**config.mk**
```make
export PLATFORM = sky130hd
export DESIGN_NAME = fcims_order_controller_flat
export DESIGN_NICKNAME = d
export VERILOG_FILES = /design/src/rtl/fcims_order_controller_if.sv /design/src/rtl/fcims_order_controller.sv /design/src/flat_wrapper.sv
export SDC_FILE = /design/constraint.sdc
export NUM_CORES = 1
export LEC_CHECK = 0
export BUFFER_PORTS_ARGS = -buffer_cell sky130_fd_sc_hd__buf_2
export CAP_MARGIN = 20
export CORE_MARGIN = 5
export CORE_UTILIZATION = 55
export DETAILED_ROUTE_END_ITERATION = 8
export PLACE_DENSITY = 0.92
export SLEW_MARGIN = 20
export SYNTH_ARGS = -nofsm -noshare
export SYNTH_HDL_FRONTEND = slang
export SYNTH_SLANG_ARGS = --single-unit
```
**constraint.sdc**
```tcl
create_clock -name clk -period 11.2 [get_ports clk]
set_input_delay 0.56 -clock clk [delete_from_list [all_inputs] [get_ports clk]]
set_output_delay 0.56 -clock clk [all_outputs]
set_load 0.02 [all_outputs]
```
**src/rtl/fcims_order_controller_if.sv**
```systemverilog
// Kiosk-side bus of the order controller: per-requester requests plus shared results.
// Handshake: a requester raises req with stable op/qty, and keeps req high until its own gnt
// bit is set and the done pulse has been consumed; dropping req then ends the grant.
interface fcims_order_controller_if #(
    parameter int N = 4
);
    logic [N-1:0]   req;
    logic [N-1:0]   op;
    logic [4*N-1:0] qty;
    logic           price_we;
    logic [3:0]     price_in;
    logic [N-1:0]   gnt;
    logic           done;
    logic           ok;
    logic [7:0]     fprice;
    logic [3:0]     stock;
    logic [3:0]     uprice;
    logic [11:0]    total_sales;
    logic [1:0]     fsm_state;

    modport master (
        output req, op, qty, price_we, price_in,
        input  gnt, done, ok, fprice, stock, uprice, total_sales, fsm_state
    );

    modport slave (
        input  req, op, qty, price_we, price_in,
        output gnt, done, ok, fprice, stock, uprice, total_sales, fsm_state
    );
endinterface

```
**src/rtl/fcims_order_controller.sv**
```systemverilog
// Round-robin sequencer of sell/restock orders onto a shared stock/price datapath,
// with a one-cycle execute step and a grant held until the winner releases req.
module fcims_order_controller #(
    parameter int         N          = 4,
    parameter logic [3:0] STOCK_INIT = 4'd10,
    parameter logic [3:0] PRICE_INIT = 4'd3
) (
    input logic clk,
    input logic rst,
    fcims_order_controller_if.slave bus
);
    localparam int PW = (N > 2) ? $clog2(N) : 1;

    typedef enum logic [1:0] {
        IDLE = 2'd0,
        EXEC = 2'd1,
        WAIT = 2'd2
    } state_t;

    state_t          state, state_nxt;
    logic [PW-1:0]   rr_ptr, rr_nxt;
    logic [PW-1:0]   win, win_nxt;
    logic [PW-1:0]   pick;
    logic            found;
    logic [PW:0]     cand;
    logic            lat_op, lat_op_nxt;
    logic [3:0]      lat_qty, lat_qty_nxt;
    logic [N-1:0]    gnt_q, gnt_nxt;
    logic            done_q, done_nxt;
    logic            ok_q, ok_nxt;
    logic [7:0]      fprice_q, fprice_nxt;
    logic [3:0]      stock_q, stock_nxt;
    logic [3:0]      uprice_q;
    logic [11:0]     sales_q, sales_nxt;
    logic [4:0]      restock_sum;
    logic [7:0]      product;
    logic [12:0]     sales_sum;

    // Rotating priority: scan from rr_ptr upward, wrapping at N.
    always_comb begin
        pick  = '0;
        found = 1'b0;
        cand  = '0;
        for (int i = 0; i < N; i++) begin
            cand = {1'b0, rr_ptr} + (PW+1)'(i);
            if (cand >= (PW+1)'(N)) cand = cand - (PW+1)'(N);
            if (!found && bus.req[cand[PW-1:0]]) begin
                found = 1'b1;
                pick  = cand[PW-1:0];
            end
        end
    end

    always_comb begin
        restock_sum = {1'b0, stock_q} + {1'b0, lat_qty};
        product     = {4'b0, uprice_q} * {4'b0, lat_qty};
        sales_sum   = {1'b0, sales_q} + {5'b0, product};
    end

    always_ff @(posedge clk or posedge rst) begin
        if (rst) state <= IDLE;
        else     state <= state_nxt;
    end

    always_comb begin
        state_nxt = state;
        case (state)
            IDLE:    if (found) state_nxt = EXEC;
            EXEC:    state_nxt = WAIT;
            WAIT:    if (!bus.req[win]) state_nxt = IDLE;
            default: state_nxt = IDLE;
        endcase
    end

    always_comb begin
        gnt_nxt     = gnt_q;
        done_nxt    = 1'b0;
        ok_nxt      = ok_q;
        fprice_nxt  = fprice_q;
        stock_nxt   = stock_q;
        sales_nxt   = sales_q;
        rr_nxt      = rr_ptr;
        win_nxt     = win;
        lat_op_nxt  = lat_op;
        lat_qty_nxt = lat_qty;
        case (state)
            IDLE: begin
                if (found) begin
                    gnt_nxt       = '0;
                    gnt_nxt[pick] = 1'b1;
                    win_nxt       = pick;
                    lat_op_nxt    = bus.op[pick];
                    lat_qty_nxt   = bus.qty[{pick, 2'b00} +: 4];
                end
            end
            EXEC: begin
                done_nxt   = 1'b1;
                fprice_nxt = '0;
                rr_nxt     = (win == PW'(N-1)) ? '0 : win + PW'(1);
                // Any result that would not fit is rejected, leaving stock untouched.
                if (!lat_op) begin
                    if (lat_qty <= stock_q) begin
                        stock_nxt  = stock_q - lat_qty;
                        fprice_nxt = product;
                        sales_nxt  = (sales_sum > 13'd4095) ? 12'hFFF : sales_sum[11:0];
                        ok_nxt     = 1'b1;
                    end else begin
                        ok_nxt = 1'b0;
                    end
                end else begin
                    if (!restock_sum[4]) begin
                        stock_nxt = restock_sum[3:0];
                        ok_nxt    = 1'b1;
                    end else begin
                        ok_nxt = 1'b0;
                    end
                end
            end
            WAIT:    if (!bus.req[win]) gnt_nxt = '0;
            default: ;
        endcase
    end

    always_ff @(posedge clk or posedge rst) begin
        if (rst) begin
            gnt_q    <= '0;
            done_q   <= 1'b0;
            ok_q     <= 1'b0;
            fprice_q <= '0;
            stock_q  <= STOCK_INIT;
            sales_q  <= '0;
            rr_ptr   <= '0;
            win      <= '0;
            lat_op   <= 1'b0;
            lat_qty  <= '0;
        end else begin
            gnt_q    <= gnt_nxt;
            done_q   <= done_nxt;
            ok_q     <= ok_nxt;
            fprice_q <= fprice_nxt;
            stock_q  <= stock_nxt;
            sales_q  <= sales_nxt;
            rr_ptr   <= rr_nxt;
            win      <= win_nxt;
            lat_op   <= lat_op_nxt;
            lat_qty  <= lat_qty_nxt;
        end
    end

    // Price writes land on any edge; EXEC already sampled the old value.
    always_ff @(posedge clk or posedge rst) begin
        if (rst)               uprice_q <= PRICE_INIT;
        else if (bus.price_we) uprice_q <= bus.price_in;
    end

    assign bus.gnt         = gnt_q;
    assign bus.done        = done_q;
    assign bus.ok          = ok_q;
    assign bus.fprice      = fprice_q;
    assign bus.stock       = stock_q;
    assign bus.uprice      = uprice_q;
    assign bus.total_sales = sales_q;
    assign bus.fsm_state   = state;
endmodule

```
**src/flat_wrapper.sv**
```systemverilog
// flat-port wrapper written by rule: the top's interface ports become plain ports
module fcims_order_controller_flat 
#(
    parameter int         N          = 4,
    parameter logic [3:0] STOCK_INIT = 4'd10,
    parameter logic [3:0] PRICE_INIT = 4'd3
)
  (clk, rst, bus_req, bus_op, bus_qty, bus_price_we, bus_price_in, bus_gnt, bus_done, bus_ok, bus_fprice, bus_stock, bus_uprice, bus_total_sales, bus_fsm_state);
  fcims_order_controller_if #(.N(N)) bus_i ();
  input logic clk;
  input logic rst;
  input wire logic [$bits(bus_i.req)-1:0] bus_req;
  input wire logic [$bits(bus_i.op)-1:0] bus_op;
  input wire logic [$bits(bus_i.qty)-1:0] bus_qty;
  input wire logic [$bits(bus_i.price_we)-1:0] bus_price_we;
  input wire logic [$bits(bus_i.price_in)-1:0] bus_price_in;
  output wire logic [$bits(bus_i.gnt)-1:0] bus_gnt;
  output wire logic [$bits(bus_i.done)-1:0] bus_done;
  output wire logic [$bits(bus_i.ok)-1:0] bus_ok;
  output wire logic [$bits(bus_i.fprice)-1:0] bus_fprice;
  output wire logic [$bits(bus_i.stock)-1:0] bus_stock;
  output wire logic [$bits(bus_i.uprice)-1:0] bus_uprice;
  output wire logic [$bits(bus_i.total_sales)-1:0] bus_total_sales;
  output wire logic [$bits(bus_i.fsm_state)-1:0] bus_fsm_state;
  assign bus_i.req = bus_req;
  assign bus_i.op = bus_op;
  assign bus_i.qty = bus_qty;
  assign bus_i.price_we = bus_price_we;
  assign bus_i.price_in = bus_price_in;
  assign bus_gnt = bus_i.gnt;
  assign bus_done = bus_i.done;
  assign bus_ok = bus_i.ok;
  assign bus_fprice = bus_i.fprice;
  assign bus_stock = bus_i.stock;
  assign bus_uprice = bus_i.uprice;
  assign bus_total_sales = bus_i.total_sales;
  assign bus_fsm_state = bus_i.fsm_state;
  fcims_order_controller #(.N(N), .STOCK_INIT(STOCK_INIT), .PRICE_INIT(PRICE_INIT)) u_core (.clk(clk), .rst(rst), .bus(bus_i));
endmodule
```
==> impl_metrics.csv <==
group,metric,value,unit
floorplanning,die_area,7174,um2
placed_design,io_buffers,66,
synthesis,syn-num-nets,379,
synthesis,ys.flop_type,"dfrtp_1",
sta,rsz0062_at_grt,"no",
cells_and_area,drive_above_1_share,25.07,%
synthesis,yosysWarnings,0,
route,wl,7.557,mm
clock_tree,holdBufCountCts,0,
global_route,grt_overflow_total,0,
flow_run,maxCapViolCount,0,
critical_path,rrSetupSlack,6620,ps
cells_and_area,syn_to_final_growth,16.63,%
route,vias,2567,
run_status,run_status,"complete, no violations",
global_route,grt_pass1_vias,2769,
critical_path,path_max_fanout,6,
synthesis,synth_seq_cells,45,
route,drcViolationCount,0,
clock_tree,cts_num_sinks,45,
cells_and_area,finalCoreUtilization,65.41,%
clock_tree,cts.clk_slew.worst_paths,100,ps
cells_and_area,num_antenna_cells,0,
pwr,total_power,1.234,mW
sta,fmax,0.2182,GHz
cells_and_area,final_cell_mix,"66 x buf_2, 41 x dfrtp_1, 32 x nand2_1",
critical_path,endpoint_kind,"flop",
critical_path,worst_setup_path_start_kind,"flop",
route,postRouteAntennaNets,0,
sta,min_period_over_period,40.92,%
synthesis,yosysSeqAreaShare,36.85,%
global_route,antenna_found_initial,0,
placed_design,dp_cells,443,
critical_path,worstSetupPathType,"flop to flop",
synthesis,syn_area,3069,um2
clock_tree,root_buffer,"clkbuf_8",
floorplanning,rows,27,
sta,min_period,4583,ps
synthesis,avgSynthCellArea,9.901,um2
critical_path,worstPathCellList,"nand2_1 > fa_1 > inv_1 > fa_1 > inv_1 > fa_1 > inv_1 > a21o_1 > a21oi_1 > xnor2_1 > ha_1 > a21oi_1 > nand2b_1 > o31ai_1 > nand3b_1 > mux2_2",
cells_and_area,mostFrequentLayoutCell,"buf_2",
sta,fin_setup_tns,0,ps
clock_tree,cts_tree,"built",
route,via_per_inst,5.692,
global_route,grt_max_degree,46,
sta,hold_viol_final,0,
floorplanning,die_x,84.70,um
critical_path,cp.arrival,4780,ps
floorplanning,die_y,84.70,um
global_route,grt_first_pass_wirelength,12.81,mm
hold_path,hold_class,"input pin to async pin",
global_route,grt.total_usage,21.97,%
sta,slew_headroom,43.44,%
synthesis,synth.distinct_cells,49,
sta,drv_slew,0,
clock_tree,cts_setup_buffers,0,
critical_path,cp_data_required_time,11400,ps
cells_and_area,nets,447,
placed_design,dp_hpwl,5.615,mm
sta,final.setup_skew,9.350,ps
route,wl_per_cell,16.76,um
critical_path,ff2ff_path_depth,16,
pwr,power_leakage,1.840,nW
critical_path,r2r_end,"u_core.bus.total_sales[9]",
floorplanning,num_io_pins,67,
synthesis,synthCells,310,
cells_and_area,stdcell_count,451,
placed_design,placed_area,3460,um2
floorplanning,core,5473,um2
critical_path,critPathCapture,"u_core.bus.total_sales[9]",
critical_path,startpoint,"u_core.bus.uprice[0]",
clock_tree,cts_resized,0,
synthesis,synth_enable_flop_cells,0,
synthesis,synthArstFlopShare,100.0,%
critical_path,timing.rr.start,"u_core.bus.uprice[0]",
pwr,powerDensity,344.7,nW/um2
clock_tree,htree_levels,2,
sta,worst_pin_slew,848.4,ps
critical_path,worst_path_max_delay_cell,"dfstp_2",
sta,final-setup-viol-count,0,
clock_tree,clockBufferDepth,2,
placed_design,place_congestion,0.8853,
clock_tree,numCtsBuffers,5,
route,drt_iter0_markers,141,
floorplanning,start_util,56.08,%
critical_path,slowest_delay,580,ps
pwr,peakVddDrop,0.1683,mV
cells_and_area,final_area,3580,um2
route,first_pass_iters,4,
clock_tree,clk_latency,310,ps
-- worst min path at each step --
stage,start,to,depth (start not counted)
after floorplan,u_core.win[1],u_core.win[1],2
after global placement,u_core.bus.ok,u_core.bus.ok,2
after detailed placement,u_core.bus.fprice[1],u_core.bus.fprice[1],2
after CTS,rst,u_core.rr_ptr[1],3
after global routing,rst,u_core.bus.fsm_state[1],3
final,rst,u_core.rr_ptr[1],3
-- per-layer routing --
metal | global-route usage, % | share of wire [%] | vias to the layer above | routed length (um)
met5 | 0 | 0 | - | 0
met4 | 8.777 | 1.7 | 0 | 127
met3 | 4.318 | 5.1 | 8 | 382
met2 | 38.22 | 52 | 85 | 3925
met1 | 26.61 | 41 | 1246 | 3122
li1 | - | - | 1228 | -
-- cell families after synthesis --
family / after synthesis / share of synthesized area (%)
AO/OA/AOI/OAI: 74 / 16.23
XOR/XNOR: 10 / 2.854
adder cells (fa/ha/maj): 38 / 17.20
buffers and inverters: 33 / 4.647
flip-flops: 45 / 36.85
multiplexers: 22 / 8.153
AND/OR/NAND/NOR: 88 / 14.06
-- where the power goes --
part / internal, mW / switching [mW]
combinational: 0.325 / 0.475
clock: 0.0727 / 0.0615
sequential: 0.232 / 0.0683
total: 0.629 / 0.605
-- Yosys cell counts (3+ instances only) --
cell	count	area [um2]
o21bai_1	3	22.52
nand2b_1	6	37.54
nand2_1	32	120.1
dfstp_2	4	105.1
nand3b_1	3	22.52
and2_1	16	100.1
mux2_2	10	112.6
a21o_1	4	30.03
a21oi_1	17	85.08
nor2_1	14	52.55
inv_1	26	97.59
o21ai_0	14	70.07
fa_1	7	140.1
buf_2	3	15.01
a31oi_1	7	43.79
dfrtp_1	41	1026
ha_1	31	387.9
a22o_1	6	52.55
o221ai_1	5	43.79
nor3_1	4	20.02
xnor2_1	5	43.79
xor2_1	5	43.79
mux2i_1	10	100.1
-- per-stage QoR --
step | setup WS, ps | hold WS [ps]
global placement | 6940 | 453.5
finish | 6617 | 377.6
global route | 6390 | 441.2
detailed placement | 6718 | 466.6
floorplan | 7088 | 479.5
CTS | 6672 | 396.2
-- cell type report --
type,instances,area (um2)
clock inverters,2,37.54
repair buffers,68,345.3
fillers,433,1893
well taps,72,90.09
flip-flops and latches,45,1131
clock buffers,6,82.58
multi-input cells,232,1795
inverters,26,97.59
-- registers in the layout, summed over array words and instances, names as in the netlist --
name / cells
u_core.bus.fprice: 8
u_core.bus.gnt: 4
u_core.lat_qty: 4
u_core.bus.stock: 4
u_core.win: 2
u_core.bus.uprice: 4
u_core.rr_ptr: 2
u_core.bus.ok: 1
u_core.lat_op: 1
u_core.bus.done: 1
u_core.bus.total_sales: 12
u_core.bus.fsm_state: 2
-- critical path, delay by kind of cell, from the launching register on --
family,cells,cell delay (ps)
muxes,1,340
adders and majority gates,4,1930
AOI/OAI and AO/OA,4,820
buffers and inverters,3,200
and+or+nand+nor,3,370
DFF,1,580
xor gates and xnor gates,1,240
Note: power is estimated with default switching activity, not from simulation.
